`config.mk`:
```
export PLATFORM = sky130hd
export DESIGN_NAME = spi_mcp4822_dac_flat
export DESIGN_NICKNAME = d
export VERILOG_FILES = /design/src/rtl/mcp48x2_pkg.sv /design/src/rtl/spi_mcp4822_dac_if.sv /design/src/rtl/spi_sck_gen.sv /design/src/rtl/spi_mcp4822_dac.sv /design/src/flat_wrapper.sv
export SDC_FILE = /design/constraint.sdc
export NUM_CORES = 1
export LEC_CHECK = 0
export CAP_MARGIN = 20
export CORE_MARGIN = 2
export CORE_UTILIZATION = 60
export CTS_BUF_LIST = sky130_fd_sc_hd__clkbuf_2 sky130_fd_sc_hd__clkbuf_4 sky130_fd_sc_hd__clkbuf_8
export DETAILED_ROUTE_END_ITERATION = 7
export GPL_TIMING_DRIVEN = 0
export PLACE_DENSITY = 0.93
export SYNTH_ARGS = -nofsm -noshare
export SYNTH_HDL_FRONTEND = slang
export SYNTH_HIERARCHICAL = 1
export SYNTH_SLANG_ARGS = --single-unit
```
`constraint.sdc`:
```
create_clock -name clk -period 3.6 [get_ports clk]
set_input_delay 0.72 -clock clk [delete_from_list [all_inputs] [get_ports clk]]
set_output_delay 0.72 -clock clk [all_outputs]
set_load 0.01 [all_outputs]
```
`src/rtl/mcp48x2_pkg.sv`:
```
// mcp48x2_pkg: shared FSM states, MCP48x2 frame layout and DAC timing minima
package mcp48x2_pkg;
  typedef enum logic [2:0] {
    S_IDLE,
    S_CS_SETUP,
    S_SHIFT,
    S_CS_HOLD,
    S_LS_WAIT,
    S_LDAC_PULSE
  } state_e;
  localparam int FRAME_W   = 16;
  localparam int CH_BIT    = 15;
  localparam int GA_BIT    = 13;
  localparam int SHDN_BIT  = 12;
  localparam int T_CSSR_NS = 15;
  localparam int T_LS_NS   = 40;
  localparam int T_LD_NS   = 100;
  // Bit 14 is "don't care" on the MCP4822 and is always sent as 0.
  function automatic logic [FRAME_W-1:0] frame_word(input logic ch, input logic ga, input logic [11:0] data);
    logic [FRAME_W-1:0] w;
    w = {4'b0000, data};
    w[CH_BIT] = ch;
    w[GA_BIT] = ga;
    w[SHDN_BIT] = 1'b1;
    return w;
  endfunction
endpackage

```
`src/rtl/spi_mcp4822_dac_if.sv`:
```
// spi_mcp4822_dac_if: sample input strobe plus SPI/LDAC pins and status of the DAC writer
interface spi_mcp4822_dac_if;
  logic [11:0] i_DATA;
  logic        i_CH;
  logic        i_DV;
  logic        MOSI;
  logic        SCK;
  logic        CS;
  logic        LDAC;
  logic        BUSY;
  logic        OVERRUN;
  modport master (input i_DATA, i_CH, i_DV, output MOSI, SCK, CS, LDAC, BUSY, OVERRUN);
  modport slave (output i_DATA, i_CH, i_DV, input MOSI, SCK, CS, LDAC, BUSY, OVERRUN);
endinterface

```
`src/rtl/spi_sck_gen.sv`:
```
// spi_sck_gen: mode-0 SCK, high half first, with strobes on the cycle before each fall/rise
module spi_sck_gen #(
  parameter int SCK_HALF = 4
) (
  input  logic clk,
  input  logic rst_n,
  input  logic en,
  output logic sck,
  output logic rise,
  output logic fall
);
  localparam int PW = SCK_HALF > 1 ? $clog2(SCK_HALF) : 1;
  logic [PW-1:0] phase_q, phase_d;
  logic low_q, low_d, last;
  always_comb begin
    last = phase_q == PW'(SCK_HALF - 1);
    phase_d = (!en || last) ? '0 : phase_q + 1'b1;
    low_d = en && (last ? !low_q : low_q);
    sck = en && !low_q;
    fall = en && !low_q && last;
    rise = en && low_q && last;
  end
  always_ff @(posedge clk) begin
    if (!rst_n) begin
      phase_q <= '0;
      low_q <= 1'b0;
    end else begin
      phase_q <= phase_d;
      low_q <= low_d;
    end
  end
endmodule

```
`src/rtl/spi_mcp4822_dac.sv`:
```
// spi_mcp4822_dac: write-only SPI master framing 12-bit samples for an MCP4822 and pulsing LDAC
module spi_mcp4822_dac
  import mcp48x2_pkg::*;
#(
  parameter int SCK_HALF = 4,
  parameter int T_SETUP  = 4,
  parameter int T_HOLD   = 2,
  parameter int T_LS     = 6,
  parameter int T_LDAC   = 13,
  parameter bit GAIN_1X  = 1'b1
) (
  input logic clk,
  input logic rst_n,
  spi_mcp4822_dac_if.master io
);
  localparam int T_A   = T_SETUP > T_HOLD ? T_SETUP : T_HOLD;
  localparam int T_B   = T_LS > T_LDAC ? T_LS : T_LDAC;
  localparam int T_MAX = T_A > T_B ? T_A : T_B;
  localparam int CW    = $clog2(T_MAX + 1);
  state_e state_q, state_d;
  logic [CW-1:0] cnt_q, cnt_d, tlim;
  logic [3:0] bit_q, bit_d;
  logic [FRAME_W-1:0] sh_q, sh_d;
  logic [12:0] pbuf_q, pbuf_d, sample;
  logic pend_q, pend_d, ovr_q, ovr_d;
  logic busy, launch, store, cnt_done, cs_on, sck, rise, fall;
  spi_sck_gen #(.SCK_HALF(SCK_HALF)) u_sck (
    .clk(clk), .rst_n(rst_n), .en(state_q == S_SHIFT), .sck(sck), .rise(rise), .fall(fall)
  );
  always_ff @(posedge clk) begin
    if (!rst_n) begin
      state_q <= S_IDLE;
      cnt_q <= '0;
      bit_q <= '0;
      sh_q <= '0;
      pbuf_q <= '0;
      pend_q <= 1'b0;
      ovr_q <= 1'b0;
    end else begin
      state_q <= state_d;
      cnt_q <= cnt_d;
      bit_q <= bit_d;
      sh_q <= sh_d;
      pbuf_q <= pbuf_d;
      pend_q <= pend_d;
      ovr_q <= ovr_d;
    end
  end
  always_comb begin
    tlim = state_q == S_CS_SETUP ? CW'(T_SETUP - 1) :
           state_q == S_CS_HOLD  ? CW'(T_HOLD - 1)  :
           state_q == S_LS_WAIT  ? CW'(T_LS - 1)    : CW'(T_LDAC - 1);
    cnt_done = cnt_q == tlim;
    state_d = state_q;
    case (state_q)
      S_IDLE:       state_d = (pend_q || io.i_DV) ? S_CS_SETUP : S_IDLE;
      S_CS_SETUP:   state_d = cnt_done ? S_SHIFT : S_CS_SETUP;
      S_SHIFT:      state_d = (rise && bit_q == 4'd15) ? S_CS_HOLD : S_SHIFT;
      S_CS_HOLD:    state_d = cnt_done ? S_LS_WAIT : S_CS_HOLD;
      S_LS_WAIT:    state_d = cnt_done ? S_LDAC_PULSE : S_LS_WAIT;
      S_LDAC_PULSE: state_d = cnt_done ? S_IDLE : S_LDAC_PULSE;
      default:      state_d = S_IDLE;
    endcase
    // Counters restart on every state change, so they never run past their range.
    cnt_d = (state_d != state_q || state_q == S_IDLE || state_q == S_SHIFT) ? '0 : cnt_q + 1'b1;
    bit_d = state_d != S_SHIFT ? '0 : rise ? bit_q + 1'b1 : bit_q;
  end
  always_comb begin
    busy = state_q != S_IDLE;
    launch = !busy && (pend_q || io.i_DV);
    store = io.i_DV && (busy || pend_q);
    sample = pend_q ? pbuf_q : {io.i_CH, io.i_DATA};
    sh_d = launch ? frame_word(sample[12], GAIN_1X, sample[11:0]) : fall ? {sh_q[FRAME_W-2:0], 1'b0} : sh_q;
    pend_d = store ? 1'b1 : launch ? 1'b0 : pend_q;
    pbuf_d = store ? {io.i_CH, io.i_DATA} : pbuf_q;
    ovr_d = io.i_DV && busy && pend_q;
  end
  always_comb begin
    cs_on = state_q == S_CS_SETUP || state_q == S_SHIFT || state_q == S_CS_HOLD;
    io.CS = !cs_on;
    io.SCK = sck;
    io.MOSI = cs_on && sh_q[FRAME_W-1];
    io.LDAC = state_q != S_LDAC_PULSE;
    io.BUSY = busy;
    io.OVERRUN = ovr_q;
  end
endmodule

```
`src/flat_wrapper.sv`:
```
// flat-port wrapper written by rule: the top's interface ports become plain ports
module spi_mcp4822_dac_flat import mcp48x2_pkg::*;
#(
  parameter int SCK_HALF = 4,
  parameter int T_SETUP  = 4,
  parameter int T_HOLD   = 2,
  parameter int T_LS     = 6,
  parameter int T_LDAC   = 13,
  parameter bit GAIN_1X  = 1'b1
)
  (clk, rst_n, io_i_DATA, io_i_CH, io_i_DV, io_MOSI, io_SCK, io_CS, io_LDAC, io_BUSY, io_OVERRUN);
  spi_mcp4822_dac_if io_i ();
  input logic clk;
  input logic rst_n;
  input wire logic [$bits(io_i.i_DATA)-1:0] io_i_DATA;
  input wire logic [$bits(io_i.i_CH)-1:0] io_i_CH;
  input wire logic [$bits(io_i.i_DV)-1:0] io_i_DV;
  output wire logic [$bits(io_i.MOSI)-1:0] io_MOSI;
  output wire logic [$bits(io_i.SCK)-1:0] io_SCK;
  output wire logic [$bits(io_i.CS)-1:0] io_CS;
  output wire logic [$bits(io_i.LDAC)-1:0] io_LDAC;
  output wire logic [$bits(io_i.BUSY)-1:0] io_BUSY;
  output wire logic [$bits(io_i.OVERRUN)-1:0] io_OVERRUN;
  assign io_i.i_DATA = io_i_DATA;
  assign io_i.i_CH = io_i_CH;
  assign io_i.i_DV = io_i_DV;
  assign io_MOSI = io_i.MOSI;
  assign io_SCK = io_i.SCK;
  assign io_CS = io_i.CS;
  assign io_LDAC = io_i.LDAC;
  assign io_BUSY = io_i.BUSY;
  assign io_OVERRUN = io_i.OVERRUN;
  spi_mcp4822_dac #(.SCK_HALF(SCK_HALF), .T_SETUP(T_SETUP), .T_HOLD(T_HOLD), .T_LS(T_LS), .T_LDAC(T_LDAC), .GAIN_1X(GAIN_1X)) u_core (.clk(clk), .rst_n(rst_n), .io(io_i));
endmodule
```
**Word-level counts from Yosys, hierarchy flattened**

Cells that the tools add are included.

- Add/sub/neg operators: 3
- Multipliers: 0
- Divide/modulo/power cells: 0
- Magnitude comparators: 0
- Equality and inequality tests: 11
- Shifts and indexed selects: 0
- Muxes and demuxes: 16
- Bitwise operators: 1
- Reduce and logical (&&, ||, !) cells: 30

Operators by type and width:

| operator | number |
|---|---|
| $mux W16 | 2 |
| $pmux W3 S6 | 1 |
| $mux W13 | 1 |
| $mux W4 | 3 |
| $logic_and A1 B1 Y1 | 11 |
| $add A4 B1 Y4 const B | 2 |
| $reduce_or A2 Y1 | 4 |
| $logic_or A1 B1 Y1 | 7 |
| $eq A3 B2 Y1 const B | 2 |
| $eq A3 B3 Y1 const B | 2 |
| $mux W1 | 6 |
| $mux W3 | 2 |
| $eq A4 B4 Y1 | 1 |
| $eq A4 B4 Y1 const B | 1 |
| $logic_not A1 Y1 | 4 |
| $reduce_bool A2 Y1 | 2 |
| $eq A3 B1 Y1 const B | 1 |
| $logic_not A3 Y1 | 1 |
| $ne A3 B2 Y1 const B | 1 |
| $ne A3 B3 Y1 | 1 |
| $ne A3 B3 Y1 const B | 1 |
| $reduce_bool A3 Y1 | 1 |
| $add A2 B1 Y2 const B | 1 |
| $eq A2 B2 Y1 const B | 1 |
| other kinds (2) | 2 |

- Flip-flop bits (word level): 45
- Bits in latches: 0
- Memory bits (writable): 0
- Bits in read-only memories: 0
- Input port bits: 16
- Output and inout port bits: 6
- Word-level logic and storage cells: 71
- Memories: 0

**Logic depth before layout (Yosys ltp)**

Gate-level depths: netlist of the first run.

- Depth after elaboration: 11
- Gate-level depth with buffers: 8

**Cells and area by module**

The synthesis of the first run kept the hierarchy.

Modules (own cells, without submodules):

| module | times used | cells each | area an instance (µm²) |
|---|---|---|---|
| spi_mcp4822_dac | 1 | 220 | 2055.7 |
| spi_sck_gen | 1 | 13 | 125.1 |

**Worst setup path before layout of the first run**

Ideal clock, no wire load.

- Path type: register to register
- Start point: reg u_core.state_q[1]
- End point: reg u_core.sh_q[7]
- Library setup time: 139 ps
- Data arrival time: 1894 ps
- Required time: 3461 ps
- Slack: 1567 ps
- Stages on the path, launching flop included: 9
- Path buffers: 2
- Period minus slack after synthesis: 2033 ps
- Cell sequence: dfxtp_1 > inv_1 > nor3_1 > nand2_1 > nor2_1 > clkbuf_1 > buf_2 > mux2i_1 > a211oi_2

- Word-level cells in the longest chain between the ends: 4
- Elaborated cells on any way between the ends: 8

Ends and longest elaborated chain:

| element | RTL line | source |
|---|---|---|
| start, declared | spi_mcp4822_dac.sv:20 | `state_e state_q, state_d;` |
| start signal, assigned | spi_mcp4822_dac.sv:40 | `state_q <= state_d;` |
| $eq A3 B2 Y1 | spi_mcp4822_dac.sv:28 | `.clk(clk), .rst_n(rst_n), .en(state_q == S_SHIFT), .sck(sck), .rise(rise), .fall(fall)` |
| $logic_and A1 B1 Y1 (2 in a row) | spi_sck_gen.sv:20 | `fall = en && !low_q && last;` |
| via u_core.fall | spi_mcp4822_dac.sv:26 | `logic busy, launch, store, cnt_done, cs_on, sck, rise, fall;` |
| $reduce_bool A2 Y1 (no line) | -- |  |
| end signal, assigned | spi_mcp4822_dac.sv:35 | `sh_q <= '0;` |
| end signal, assigned | spi_mcp4822_dac.sv:43 | `sh_q <= sh_d;` |
| end, declared | spi_mcp4822_dac.sv:23 | `logic [FRAME_W-1:0] sh_q, sh_d;` |

The timed path passes the listed nets, and every way through them passes these cells.
A chain may end at the register's enable or synchronous reset.

**Worst setup path after layout of the first run**

- Start point: reg u_core.state_q[1]
- End point: out io_SCK

- Word-level cells in the longest chain between the ends: 2

Ends and longest elaborated chain:

| element | RTL line | source |
|---|---|---|
| $eq A3 B2 Y1 | spi_mcp4822_dac.sv:28 |  |
| $logic_and A1 B1 Y1 | spi_sck_gen.sv:19 | `sck = en && !low_q;` |
| end, declared | flat_wrapper.sv:19 | `output wire logic [$bits(io_i.SCK)-1:0] io_SCK;` |

No other way between the ends.

==> out/results.tsv, run 1 <==
metric	value	unit
post-cts resize count	0	
initial antenna violation count	0	
critical path fanouts, max	6	
setup_tns	0	ns
achievable clock frequency	357	MHz
DP HPWL	3.17	mm
vias in the first global route	1642	
post-CTS setup buffers	0	
Num CTS Buffers	5	
storage element area	901	um2
cells on worst reg2reg path	8	
Final period util	0.777	
DP Area	2450	um2
Slew Limit Fails	0	
clk_lat worst skew	0.36	ns
most area-consuming cells after synthesis	dfxtp_1 (41%), mux2i_1 (7.3%), a211oi_1 (6.9%)	
Required @ worst endpoint	2.88	ns
maximum root-to-sink buffer count	2	
initial core utilization	0.638	
buffers added on ports	21	
H-tree depth	2	
Iteration-0 DRC Markers	107	
mapped cell area	2180	um2
Die ar.	4130	um2
Peak VDD IR	0.352	mV
routed vias	1767	
DR pass1 iterations	5	
Design Area, Final	2520	um2
Synth Instances	233	
Final Setup Violations	0	
DR WL/cell	13.9	um
R2R Path End	u_core/sh_q[10]	
fillcell total	260	
flop and latch count out of synthesis	45	
Crit-path slowest cell	clkdlybuf4s50_1	
Seq/Total Area, Yosys	0.413	
Avg Cell Area, Syn	9.36	um2
dpl ws	1.21	ns
Die H	64.3	um
Placer Congestion	0.768	
core area	3420	um2
Final ANT Viol Nets	0	
reg2reg setup slack	1.19	ns
Worst path max stage delay	0.53	ns
status	complete, no violations	
max-cap violations	0	
layout cells sized above 1	0.126	
Tightest Pin Transition	0.576	ns
hold_sp	u_core/u_sck/phase_q[0]	
Setup WS post-layout	0.801	ns
worst hold endpoint	u_core/u_sck/phase_q[0]	
CTS tree	yes	
Final Hold Viols	0	
type of origin of the critical path	flip-flop	
final wirelength	4.27	mm
post-synth top area cell	dfxtp_1	
largest net degree at the start of global routing	14	
Hold Crit Depth	1	
RSZ-0062 raised after global routing	false	
Leak	0.853	nW
final routed DRC violation total	0	
crit path cell chain	inv_1 -> nor3_1 -> nor2b_1 -> clkdlybuf4s50_1	
crit path DAT	2.08	ns
site row count	21	
via/cell ratio	5.76	
critical path class	flip-flop to output pin	
GRT Total Usage	0.229	
Die X-Extent	64.3	um
first-pass GRT wire length	7.40	mm
Power Density	400	nW/um2
Setup crit end kind	output pin	
I/O Pins	22	
Tmin final	2.80	ns
total gr overflow	0	
clk sink count	45	
Syn. warnings	6	
Syn Nets	252	
Pwr Total	1.01	mW
max_slew headroom	0.616	
Worst-path clk slew	0.11	ns
Post-layout nets	280	
Clock Root Buffer	clkbuf_4	
CTS Hold Bufs	0	
synth-to-layout area growth	15.6	%
post-synth cell types	44	
top cell type's share of synthesized area	0.413	
reg-to-reg startpoint	u_core/state_q[1]	
Hold WC Path Type	flip-flop to flip-flop	
n_diodes	0	
Clock Skew	0.00885	ns
multi-input logic area	1160	um2
cell usage in the layout, fill, tap and decap left out, drive strengths merged, types with 3 or more instances in the layout:
cell type and n:
dfxtp 45, nand2 32, a211oi 28, clkdlybuf4s50 21, a21oi 19, mux2i 16
nor2b 15, clkbuf 13, nor2 8, buf 8, nor3 5, inv 4
xnor2 4, nand3 3, xor2 3, ha 3, o21ai 3
final cells by class:
type / instances / area share
flip-flops and latches: 45 / 0.357
well taps: 46 / 0.0228
multi-input cells: 168 / 0.459
repair buffers: 21 / 0.0834
clock inverters: 2 / 0.0139
inverters: 4 / 0.00596
clock buffers: 5 / 0.0149
plain buffers: 16 / 0.0427
metal layers:
layer | vias up | global-route usage | wire length, um
met3 | 11 | 0.0563 | 180
li1 | 885 | - | -
met4 | 0 | 0.106 | 109
met2 | 42 | 0.340 | 1960
met5 | - | 0 | 0
met1 | 829 | 0.312 | 2020
synthesized netlist by cell type:
master and count:
nand2_2 1, o21bai_1 1, nand4_1 2, o22ai_2 1, nand2_1 31, clkbuf_1 8, nor2_1 8, or3b_2 2
nor2b_1 15, buf_6 6, mux2_2 1, nor3_1 5, or2_4 1, nand2b_1 1, a2bb2oi_1 2, nor3b_1 2
o21ai_1 1, a21o_1 1, or3_1 1, nand3_1 3, a22oi_1 1, o21a_1 2, dfxtp_1 45, and3_2 1
and2_1 1, a21bo_2 1, a21oi_2 1, a221oi_2 1, mux2i_1 16, a211oi_2 8, a211o_1 1, a21oi_1 18
ha_1 3, xor2_1 3, and4_1 1, o21ai_0 2, nor4bb_1 1, xnor2_1 4, a2111o_1 1, a211oi_1 20
maj3_1 1, nand3b_1 2, buf_2 2, inv_1 4
state kept, by name, summed over array words and instances, names as in the netlist:
name,count
u_core/bit_q,4
u_core/u_sck/low_q,1
u_core/state_q,3
u_core/io.OVERRUN,1
u_core/pend_q,1
u_core/cnt_q,4
u_core/pbuf_q,13
u_core/u_sck/phase_q,2
u_core/sh_q,16
power breakdown:
| group | leakage (nW) | internal [mW] | switching, mW |
|---|---|---|---|
| combinational | 0.444 | 0.0807 | 0.0877 |
| clock | 0.0410 | 0.141 | 0.155 |
| sequential | 0.368 | 0.528 | 0.0150 |
| total | 0.853 | 0.750 | 0.258 |
how the worst max path moves through the flow:
stage / end / start / cells past startpoint
finish: io_SCK / u_core/state_q[1] / 4
global route: io_SCK / u_core/state_q[1] / 4
CTS: io_SCK / u_core/state_q[1] / 4
detailed placement: io_SCK / u_core/state_q[1] / 4
global placement: io_SCK / u_core/state_q[1] / 4
floorplan: u_core/sh_q[7] / u_core/state_q[1] / 8
worst max-delay path, delay by kind of cell (launching register included):
kind | cells | cell delay [ns]
buffers and inverters | 2 | 0.67
DFF | 1 | 0.46
and+or+nand+nor | 2 | 0.60
logic make-up after synthesis:
kind of cell,count (synthesis),share of synthesized area
buffers and inverters,20,0.0562
XOR/XNOR,7,0.0281
AND/OR/NAND/NOR,78,0.184
AO/OA/AOI/OAI,62,0.219
flip-flops,45,0.413
adder cells (fa/ha/maj),4,0.0218
multiplexers,17,0.0786
per-stage QoR:
stage               hold slack (ns)   util  instances
finish                        0.449  0.738        307
global route                  0.471  0.738        307
CTS                           0.440  0.738        307
detailed placement            0.420  0.717        300
global placement              0.412  0.717        300
floorplan                     0.402      -        233
No activity file was read; power rests on OpenSTA's default activity.
==> run 2, diff against run 1 <==
CORE_UTILIZATION = 53   (was 60)
PLACE_DENSITY = 0.88   (was 0.93)
clock period = 2.33 ns   (was 3.6 ns; I/O delays follow)
==> run 2 against run 1 <==
Effect of this change:
- routed wire length is 3.3% higher
- power grew 68%
- worst setup slack lost 0.67 ns
- sequential share of layout area shrank 0.80 points
- first-iteration DRC count shrank 26%
- die area increased by 12%
- final cell count rose by 1.6%
- via count down 2.3%
- clock skew barely moved
- clock-buffer cell count grew 1
- critical endpoint is now io_BUSY
- highest routed layer unchanged
==> out/results.tsv, run 2 (synthesis gave the netlist of run 1 again) <==
metric	value	unit
status	complete, no violations	
Clock Skew	0.00848	ns
multi-input logic area	1170	um2
Placed Cells incl. Taps	304	
Final Setup Violations	0	
Clock Root Buffer	clkbuf_8	
final wirelength	4.41	mm
Critical Path End	io_BUSY	
Hold Slack	0.429	ns
initial core utilization	0.549	
buffers added on ports	21	
max reg flops	16	
CTS tree	yes	
reg-to-reg startpoint	u_core/state_q[1]	
commonest non-fill, non-tap cell in the layout	dfxtp_1	
fillcell total	339	
setup_tns	0	ns
cells on worst reg2reg path	7	
core area	3970	um2
I/O Pins	22	
via/cell ratio	5.53	
maximum root-to-sink buffer count	2	
largest registers	u_core/sh_q x16, u_core/pbuf_q x13	
DR WL/cell	14.1	um
DR pass1 iterations	4	
synth-to-layout area growth	18.4	%
Die ar.	4640	um2
CTS Hold Bufs	0	
largest net degree at the start of global routing	15	
Die X-Extent	68.1	um
final routed DRC violation total	0	
DP HPWL	3.16	mm
Die H	68.1	um
Worst-path clk slew	0.08	ns
Power Density	655	nW/um2
post-CTS setup buffers	0	
Setup crit end kind	output pin	
Leak	0.876	nW
clk_lat worst skew	0.30	ns
critical path fanouts, max	10	
crit path DAT	1.74	ns
largest reg by FF count	u_core/sh_q	
vias in the first global route	1617	
Tightest Pin Transition	0.605	ns
Layout Cells excl Fill	312	
clk sink count	45	
critical path class	flip-flop to output pin	
layout cells sized above 1	0.141	
Layout Utilization	0.650	
Slew Limit Fails	0	
achievable clock frequency	454	MHz
M2 GR Usage	0.350	
storage element area	902	um2
total gr overflow	0	
Peak VDD IR	0.412	mV
RSZ-0062 raised after global routing	false	
routed vias	1726	
Pwr Total	1.69	mW
global routing's busiest layer	met2	
GR Util met1	0.269	
GRT Total Usage	0.214	
Hold WC Path Type	flip-flop to flip-flop	
Final period util	0.946	
Tmin final	2.20	ns
M3 GR Usage	0.0461	
R2R Path End	u_core/bit_q[1]	
site row count	23	
Num CTS Buffers	5	
Final Hold Viols	0	
crit path launch	u_core/state_q[0]	
Post-layout nets	280	
type of origin of the critical path	flip-flop	
max-cap violations	0	
Final ANT Viol Nets	0	
Placer Congestion	0.807	
first-pass GRT wire length	7.31	mm
most frequent cells in the layout	dfxtp_1 (44), nand2_1 (31), clkdlybuf4s50_1 (21)	
initial antenna violation count	0	
max_slew headroom	0.596	
Iteration-0 DRC Markers	79	
H-tree depth	2	
Required @ worst endpoint	1.86	ns
reg2reg setup slack	0.29	ns
n_diodes	0	
-- run 2: cell count changes in the layout (fill, tap and decap cells not counted) --
cell,change
dfxtp_1,-1
clkbuf_1,-1
clkinv_4,+1
dfxtp_2,+1
clkbuf_2,+1
nor3_1,-1
clkbuf_8,+5
clkinv_2,-1
clkbuf_4,-4
nor3_4,+1
-- run 2: layer usage --
layer | share of wire | vias up
met2 | 0.48 | 33
met5 | 0 | -
li1 | - | 889
met3 | 0.034 | 6
met4 | 0.018 | 0
met1 | 0.47 | 798
-- run 2: worst min-delay path by stage --
stage                            start                       to  slack (ns)  cells past startpoint
3_3_place_gp   u_core/u_sck/phase_q[0]  u_core/u_sck/phase_q[0]        0.42                      1
3_5_place_dp   u_core/u_sck/phase_q[0]  u_core/u_sck/phase_q[0]        0.42                      1
5_1_grt        u_core/u_sck/phase_q[0]  u_core/u_sck/phase_q[0]        0.44                      1
6_report       u_core/u_sck/phase_q[0]  u_core/u_sck/phase_q[0]        0.43                      1
4_1_cts        u_core/u_sck/phase_q[0]  u_core/u_sck/phase_q[0]        0.43                      1
2_1_floorplan  u_core/u_sck/phase_q[0]  u_core/u_sck/phase_q[0]        0.40                      1
-- run 2: critical path, stage by stage (launching register included) --
cell and delay, ns:
dfxtp_1 0.31, buf_6 0.13, or3_1 0.38, buf_6 0.15, clkdlybuf4s50_1 0.47
-- run 2: what timing repair did --
item / in CTS / in global routing
gates resized for setup: 2 / 3
pin swaps: 0 / 1
endpoints found under the setup margin: 12 / 14
gates cloned: 0 / 0
-- run 2: power by group --
group	total, mW	internal [mW]	switching, mW
clock	0.597	0.334	0.263
combinational	0.258	0.125	0.134
sequential	0.838	0.814	0.0232
-- run 2: area by class of cell --
cell class	count	area share
Buffer	16	0.0422
Clock buffer	6	0.0296
Multi-Input combinational cell	168	0.453
Clock inverter	2	0.0150
Timing Repair Buffer	21	0.0814
Sequential cell	45	0.349
Inverter	4	0.00581
Tap cell	50	0.0242
-- run 2: per-stage QoR --
stage | setup slack (ns) | area (um2)
floorplan | 0.297 | 2180
global placement | -0.0175 | 2450
detailed placement | -0.0797 | 2450
CTS | 0.0757 | 2570
global route | 0.0282 | 2580
finish | 0.127 | 2580
==> run 3, diff against run 2 <==
ABC_AREA = 0   (was unset)
==> results of run 3 <==
The final DEF is identical to that of run 2; final timing and power are the same.
